### src/rtl/fft_peak_detector.sv
// fft_peak_detector: unloads one FFT frame, finds the bin with the largest
// magnitude (re^2 + im^2 on the upper MAG_BITS of each component), and
// optionally sums all bin magnitudes.
// Optional feature macro: FFT_PEAK_SUM_EN enables the SUM_MAG accumulator.
// Without it, SUM_MAG is tied to zero.
// Pipeline: stage 1 truncates the sample, stage 2 squares and adds,
// stage 3 compares and accumulates. DRAIN covers stages 2/3 after the last
// sample, so PEAK_VALID lands 3 cycles after the last accepted sample.
module fft_peak_detector #(
  parameter int POINTS   = 1024,
  parameter int IDX_W    = 10,
  parameter int MAG_BITS = 16
) (
  input  logic                        CLK,
  input  logic                        RST,
  input  logic                        ARM,
  input  logic                        OUTP_READY,
  input  logic                        DATAO_VALID,
  input  logic [31:0]                 DATAO_RE,
  input  logic [31:0]                 DATAO_IM,
  output logic                        READ_OUTP,
  output logic                        PEAK_VALID,
  output logic [IDX_W-1:0]            PEAK_IDX,
  output logic [2*MAG_BITS:0]         PEAK_MAG,
  output logic [2*MAG_BITS+IDX_W:0]   SUM_MAG,
  output logic                        BUSY
);

  localparam int MAG_W  = 2*MAG_BITS + 1;
  localparam int SUM_W  = MAG_W + IDX_W;
  localparam int SQ_W   = 2*MAG_BITS;
  localparam int STAGES = 2;

  typedef enum logic [1:0] {IDLE, COLLECT, DRAIN, DONE} state_t;

  state_t                     state;
  logic [IDX_W-1:0]           cnt;
  logic                       drain_cnt;
  logic                       accept;
  logic                       last;

  // pipeline valid bits: [0] = stage 1 holds a sample, [1] = stage 2 holds a magnitude
  logic [STAGES-1:0]          vld_pipe;

  logic signed [MAG_BITS-1:0] re_t, im_t;
  logic [IDX_W-1:0]           s1_idx;
  logic signed [SQ_W-1:0]     re_x, im_x, re_sq, im_sq;
  logic [MAG_W-1:0]           mag_c;
  logic [MAG_W-1:0]           s2_mag;
  logic [IDX_W-1:0]           s2_idx;

  logic                       first;
  logic                       take;
  logic [MAG_W-1:0]           best_mag, best_mag_nxt;
  logic [IDX_W-1:0]           best_idx, best_idx_nxt;
  logic                       publish;

  // low component bits never reach the magnitude
  logic                       unused_lsbs;
  assign unused_lsbs = ^{DATAO_RE[31-MAG_BITS:0], DATAO_IM[31-MAG_BITS:0]};

  assign accept  = (state == COLLECT) && DATAO_VALID;
  assign last    = accept && (cnt == IDX_W'(POINTS - 1));
  // second DRAIN cycle: stage 3 is absorbing the final sample right now
  assign publish = (state == DRAIN) && drain_cnt;

  // control FSM: frame handshake, sample counting, drain timing, result pulse
  always_ff @(posedge CLK) begin
    if (RST) begin
      state      <= IDLE;
      cnt        <= '0;
      drain_cnt  <= 1'b0;
      READ_OUTP  <= 1'b0;
      BUSY       <= 1'b0;
      PEAK_VALID <= 1'b0;
    end else begin
      PEAK_VALID <= 1'b0;
      case (state)
        IDLE: begin
          if (ARM && OUTP_READY) begin
            state     <= COLLECT;
            cnt       <= '0;
            READ_OUTP <= 1'b1;
            BUSY      <= 1'b1;
          end
        end
        COLLECT: begin
          if (accept) begin
            if (last) begin
              state     <= DRAIN;
              cnt       <= '0;
              drain_cnt <= 1'b0;
              READ_OUTP <= 1'b0;
            end else begin
              cnt <= cnt + 1'b1;
            end
          end
        end
        DRAIN: begin
          if (drain_cnt) begin
            state      <= DONE;
            drain_cnt  <= 1'b0;
            PEAK_VALID <= 1'b1;
          end else begin
            drain_cnt <= 1'b1;
          end
        end
        DONE: begin
          state <= IDLE;
          BUSY  <= 1'b0;
        end
        default: begin
          state     <= IDLE;
          READ_OUTP <= 1'b0;
          BUSY      <= 1'b0;
        end
      endcase
    end
  end

  // valid shift register; cleared on reset so a partial frame never publishes
  always_ff @(posedge CLK) begin
    if (RST) vld_pipe <= '0;
    else     vld_pipe <= {vld_pipe[0], accept};
  end

  // stage 1: keep the signed upper bits of each component plus the bin index
  always_ff @(posedge CLK) begin
    re_t   <= DATAO_RE[31 -: MAG_BITS];
    im_t   <= DATAO_IM[31 -: MAG_BITS];
    s1_idx <= cnt;
  end

  // squares are non-negative and at most 2^(2*MAG_BITS-2), so they fit SQ_W
  // bits; their sum needs one more bit and can never saturate
  assign re_x  = {{MAG_BITS{re_t[MAG_BITS-1]}}, re_t};
  assign im_x  = {{MAG_BITS{im_t[MAG_BITS-1]}}, im_t};
  assign re_sq = re_x * re_x;
  assign im_sq = im_x * im_x;
  assign mag_c = {1'b0, re_sq} + {1'b0, im_sq};

  // stage 2: register the magnitude with its bin index
  always_ff @(posedge CLK) begin
    s2_mag <= mag_c;
    s2_idx <= s1_idx;
  end

  // stage 3 compare: bin 0 reloads the peak; strict > keeps the lowest index on ties
  always_comb begin
    first        = (s2_idx == '0);
    take         = vld_pipe[1] && (first || (s2_mag > best_mag));
    best_mag_nxt = best_mag;
    best_idx_nxt = best_idx;
    if (take) begin
      best_mag_nxt = s2_mag;
      best_idx_nxt = s2_idx;
    end
  end

  // stage 3 running peak
  always_ff @(posedge CLK) begin
    if (RST) begin
      best_mag <= '0;
      best_idx <= '0;
    end else begin
      best_mag <= best_mag_nxt;
      best_idx <= best_idx_nxt;
    end
  end

  // published peak, held until the next frame completes
  always_ff @(posedge CLK) begin
    if (RST) begin
      PEAK_IDX <= '0;
      PEAK_MAG <= '0;
    end else if (publish) begin
      PEAK_IDX <= best_idx_nxt;
      PEAK_MAG <= best_mag_nxt;
    end
  end

`ifdef FFT_PEAK_SUM_EN
  // POINTS * max magnitude fits in MAG_W + IDX_W bits, so no overflow
  logic [SUM_W-1:0] sum_acc, sum_nxt;

  // stage 3 sum: bin 0 restarts the total
  always_comb begin
    sum_nxt = sum_acc;
    if (vld_pipe[1]) begin
      if (first) sum_nxt = SUM_W'(s2_mag);
      else       sum_nxt = sum_acc + SUM_W'(s2_mag);
    end
  end

  // running sum register
  always_ff @(posedge CLK) begin
    if (RST) sum_acc <= '0;
    else     sum_acc <= sum_nxt;
  end

  // published sum, held with the peak
  always_ff @(posedge CLK) begin
    if (RST)          SUM_MAG <= '0;
    else if (publish) SUM_MAG <= sum_nxt;
  end
`else
  assign SUM_MAG = '0;
`endif

endmodule

### config.mk
export PLATFORM = sky130hd
export DESIGN_NAME = fft_peak_detector
export DESIGN_NICKNAME = d
export VERILOG_FILES = /design/src/rtl/fft_peak_detector.sv
export SDC_FILE = /design/constraint.sdc
export NUM_CORES = 2
export LEC_CHECK = 0
export ABC_CLOCK_PERIOD_IN_PS = 8880
export CAP_MARGIN = 30
export CORE_MARGIN = 2
export CORE_UTILIZATION = 55
export CTS_CLUSTER_DIAMETER = 50
export DETAILED_ROUTE_END_ITERATION = 12
export MAX_ROUTING_LAYER = met4
export PLACE_DENSITY = 0.75
export SETUP_SLACK_MARGIN = 0.5
export SLEW_MARGIN = 5
export SYNTH_ARGS = -nofsm -noshare
export SYNTH_HDL_FRONTEND = slang
export SYNTH_SLANG_ARGS = --single-unit
### constraint.sdc
create_clock -name CLK -period 8.88 [get_ports CLK]
set_clock_uncertainty 0.2 [all_clocks]
set_input_delay 1.776 -clock CLK [delete_from_list [all_inputs] [get_ports CLK]]
set_output_delay 1.776 -clock CLK [all_outputs]
set_load 0.005 [all_outputs]
Yosys cells after proc, flatten, opt, wreduce, memory -nomap -nowiden
Cells that the tools add are included.
Operators by class
  reduce and logical (&&, ||, !) cells: 17
  multiply operators: 2
  bitwise operators: 1
  shifts and indexed selects: 0
  muxes and demuxes: 19
  $lt $le $gt $ge: 1
  equal/unequal tests: 8
  divide/modulo/power cells: 0
  $add $sub $neg: 2
Operators with widths (count)
  multiplier 16 x 16 -> 32 bit: 2
  two-way mux 10 bit: 4
  adder 32 x 32 -> 33 bit: 1
  > comparator 33 bit: 1
  two-way mux 33 bit: 1
  case mux 10 bit (2 select lines): 1
  adder 10 x 1 -> 10 bit (second input constant): 1
  == test 10 bit (second input constant): 1
  logical NOT 10 bit: 1
  two-way mux 2 bit: 4
  inequality test 2 bit (second input constant): 4
  case mux 2 bit (4 select lines): 1
  AND reduction 4 bit: 2
  case mux 1 bit (2 select lines): 3
  AND reduction 3 bit: 2
  nonzero test 2 bit: 3
  logical AND 1 bit: 5
  two-way mux 1 bit: 5
  == test 2 bit (second input constant): 2
  == test 2 x 1 -> 1 bit (second input constant): 1
  logical NOT 2 bit: 1
  AND reduction 2 bit: 1
  OR reduction 2 bit: 1
  logical OR 1 bit: 1
  NOT 1 bit: 1
Storage, ports and cells
  ROM bits: 0
  logic and storage cells: 66
  latch bits: 0
  output and inout port bits: 89
  register bits: 189
  memories: 0
  input port bits: 69
  memory bits (writable): 0

Depth between registers and ports, before layout
  word-level depth: 6
  depth in mapped cells: 33
  mapped depth without buffers: 31

Worst setup path before layout
No wires, ideal clock.
  path type: register to register
  start point: reg im_t[15]
  end point: reg s2_mag[31]
  clock period less this slack: 7.676 ns
  path slack: 1.204 ns
  data required time: 8.540 ns
  arrival time: 7.337 ns
  cell stages (with the launch flop): 30
  library setup time: 0.140 ns
  cells stage by stage: dfxtp_1 > clkbuf_1 > inv_1 > buf_1 > nor2_1 > fa_1 > inv_1 > fa_1 > inv_1 > fa_1 > fa_1 > fa_1 > inv_1 > fa_1 > inv_1 > ha_1 > a21o_1 > a21o_1 > a21o_1 > a21o_1 > a221oi_2 > o21ai_2 > or4b_1 > nand3_1 > ha_1 > a21o_1 > a21oi_1 > nor3b_1 > a2111oi_0 > o211ai_1
On the way
  cells in the longest elaborated chain, start to end: 2
Ends and longest elaborated chain
  start: declaration: line 45  | logic signed [MAG_BITS-1:0] re_t, im_t;
  start signal: assignment: line 130  | im_t <= DATAO_IM[31 -: MAG_BITS];
  multiplier 16 x 16 -> 32 bit: line 139  | assign im_sq = im_x * im_x;
  adder 32 x 32 -> 33 bit: line 140  | assign mag_c = {1'b0, re_sq} + {1'b0, im_sq};
  via mag_c[31]: line 48  | logic [MAG_W-1:0] mag_c;
  end signal: assignment: line 144  | s2_mag <= mag_c;
  end: declaration: line 49  | logic [MAG_W-1:0] s2_mag;
The timed path passes the listed nets, and every way through them passes these cells.
A chain may end at the register's enable or synchronous reset.

Worst setup path after layout
  start point: reg re_t[8]
  end point: reg s2_mag[29]
On the way
  cells in the longest elaborated chain, start to end: 2
Ends and longest elaborated chain
  start: declaration: line 45
  start signal: assignment: line 129  | re_t <= DATAO_RE[31 -: MAG_BITS];
  multiplier 16 x 16 -> 32 bit: line 138  | assign re_sq = re_x * re_x;
  adder 32 x 32 -> 33 bit: line 140
  via mag_c[29]: line 48
The timed path passes the listed nets, and every way through them passes these cells.

==> metrics.md <==
| Metric | Value |
|---|---|
| Status | `complete, no violations` |
| I/O Pins | `158` |
| Die ar. | `49,700 um^2` |
| DPL Wire Length | `between 40,000 and 50,000 um` |
| Drt total wl | `56,600 um` |
| Worst setup SP type | `register` |
| CTS Buffer Depth | `2` |
| Final Hold Vio Count | `0` |
| Die W | `223 um` |
| Critical path class | `register to register` |
| Synthesized area | `26,400 um^2` |
| Area growth syn-to-layout | `7.48%` |
| Num Clock Sinks | `189` |
| Fillers | `4,004` |
| Starting density of the core | `~55%` |
| WL/cell | `15.8 um` |
| Synthesized flop and latch total | `189` |
| Sequential area share after synthesis | `roughly 14%` |
| Number of remaining DRC errors | `0` |
| Slew HR | `about a third` |
| Final worst slack | `about 860 ps` |
| Tmin final | `8020 ps` |
| Crit Path Max Fanout | `10` |
| Post-route cell area | `28,300 um^2` |
| Syn Area/Cell | `9.08 um^2` |
| TritonCTS clock tree | `built` |
| Routed via count | `19,300` |
| Req. time, crit path | `about 9000 ps` |
| Worst-Margin Slew | `983 ps` |
| Crit path largest cell delay | `640 ps` |
| Slowest CP cell | `dfxtp_1` |
| Cell count after synthesis | `2,903` |
| Clk slew on worst S/H paths | `about 80 ps` |
| Total global routing overflow | `0` |
| Arr. time, crit path | `8160 ps` |
| Max Clk Rate | `125 MHz` |
| Dominant cell type by area after synthesis | `fa_1` |
| EDFF count, synth | `0` |
| Root Buffer | `clkbuf_16` |
| Final Util | `between 50 and 60%` |
| Yosys cell types | `74` |
| Total negative setup slack | `0 ps` |
| Top cells by area, synth | `fa_1 (36%), dfxtp_1 (14%), ha_1 (11%), inv_1 (10%), nand2_1 (2.8%)` |
| DRT Pass-1 Iters | `5` |
| Largest net degree at the start of global routing | `97` |
| Antenna violations before repair | `0` |
| Die Ht | `approximately 220 um` |
| Clock Latency Late Sink | `460 ps` |
| Final net count | `3,738` |
| Ys Warns | `0` |
| Drt initial violations | `between 900 and 1,000` |
| First-pass GRT wire length | `96,300 um` |
| RSZ-0062 raised after global routing | `true` |
| TritonCTS Buffers | `17` |
| Hold WC Path Type | `register to register` |
| RePlAce Congestion | `0.922` |
| Layout cells sized above 1 | `under 10%` |
| Max-cap viol count | `0` |
| Crit. End Element | `register` |
| Area after DPL | `27,700 um^2` |
| Hold Buf Count CTS | `0` |
| Rows | `80` |
| Fin crit share | `90.3%` |
| Number of port buffers | `82` |
| Main synth FF type | `dfxtp_1` |
| Final ANT Viol Nets | `0` |
| Antenna cells | `0` |
| Vias per cell | `5.39` |
| H-tree Lvls | `4` |
| Yosys top cell area share | `36.2%` |
| Ys async rst share | `0%` |
| Setup-failing EPs final | `0` |
| Number of global-route vias before repair | `approximately 21,000` |
| Core region area | `47,500 um^2` |
| Final Slew Violations | `0` |
| Worst slack, placed | `438 ps` |
| GRT Util Overall | `24.8%` |
## cell families (layout without fill, tap and decap cells)
| logic type | Yosys count | in the layout | share of synthesized area, % |
|---|---|---|---|
| simple gates | 642 | 642 | 11.6 |
| other cells | 1 | 43 | 0.0142 |
| xor+xnor | 107 | 107 | 3.55 |
| mux | 5 | 5 | 0.199 |
| flops | 189 | 189 | 14.4 |
| compound gates | 404 | 404 | 10.1 |
| buf+inv | 837 | 855 | 12.6 |
| fa+ha+maj | 718 | 718 | 47.7 |
## metrics by stage
stage | hold slack (ps) | cells
6_report | 127 | 3578
5_1_grt | 133 | 3578
4_1_cts | 128 | 3578
3_5_place_dp | 112 | 3547
3_3_place_gp | 115 | 3547
2_1_floorplan | 110 | 2945
## worst max-delay path, delay by kind of cell (launching register included)
family | cells | cell delay (ps)
flops | 1 | 640
buf+inv | 7 | 620
simple gates | 3 | 580
compound gates | 9 | 2240
fa+ha+maj | 8 | 3610
## sequential cells by signal, summed over array words and instances, names as in the netlist
signal,cells
re_t,16
READ_OUTP,1
s2_mag,33
BUSY,1
best_idx,10
state,2
s2_idx,10
PEAK_MAG,33
s1_idx,10
im_t,16
best_mag,33
cnt,10
vld_pipe,2
PEAK_IDX,10
drain_cnt,1
PEAK_VALID,1
## final timing paths
kind	start	to	slack, ps	cells after the start
worst max register to register	re_t[8]	s2_mag[29]	860	27
worst max-delay path	re_t[8]	s2_mag[29]	860	27
worst min register to register	s1_idx[1]	s2_idx[1]	130	0
worst min-delay path	s1_idx[1]	s2_idx[1]	130	0
## synthesized netlist by cell type, drive strengths merged, types with 3 or more instances
library cell    n
nor4            6
o21ai          95
nand4          21
o211ai          7
a21boi          3
or2             6
nand2b         19
inv           703
nor2          154
a211oi         13
nor3           25
nor2b          21
o31a            4
a21oi         122
a311oi         46
o311ai          3
clkbuf         82
xnor2          74
fa            477
xor2           33
and2           91
buf            52
nand3b          7
a31o            3
a2111oi         4
and3           14
dfxtp         189
nand2         200
a221oi          5
nand3          62
o21bai          8
a211o           4
or3             7
ha            241
o21a           13
a31oi           8
mux2i           3
a21o           47
## placed cells by master (no fill, tap or decap), types with 4 or more instances in the layout
master	count
inv_1	703
fa_1	477
ha_1	241
nand2_1	200
dfxtp_1	170
nor2_1	154
a21oi_1	119
and2_1	90
o21ai_0	83
clkdlybuf4s50_1	81
xnor2_1	74
nand3_1	62
a21o_1	47
a311oi_1	45
conb_1	43
buf_4	39
xor2_1	33
nor3_1	23
nor2b_1	21
nand4_1	21
nand2b_1	19
dfxtp_2	18
clkbuf_16	17
and3_1	14
a211oi_1	13
o21a_1	13
o21ai_1	10
o21bai_1	8
or3_1	7
o211ai_1	7
nand3b_1	7
or2_2	6
a31oi_1	6
nor4_1	6
o31a_1	4
a211o_1	4
clkinv_4	4
## final cells by class
class,instances,area [um^2],share of cell area (%)
multi-input combinational,1919,19500,68.7
sequential,189,3810,13.4
inverter,703,2640,9.31
timing repair buffer,121,1110,3.91
tap,615,769,2.72
clock buffer,21,450,1.59
clock inverter,10,86.3,0.305
## routing by layer
| metal | up-vias | share of wire (%) | global-route usage [%] |
|---|---|---|---|
| li1 | 9026 | - | - |
| met1 | 9625 | 41 | 29.9 |
| met2 | 494 | 51 | 42.5 |
| met3 | 129 | 4.7 | 2.99 |
| met4 | 0 | 3.3 | 9.79 |
| met5 | - | 0 | - |
## repair_timing
item / CTS / global route
pin swaps: 0 / 1
setup endpoints to repair: 2 / 9
setup buffers: 0 / 0
gates resized for setup: 1 / 27
Power is left out: the tool's default activity adds up to more than one toggle a clock period on the data nets, which glitch-free logic cannot reach.
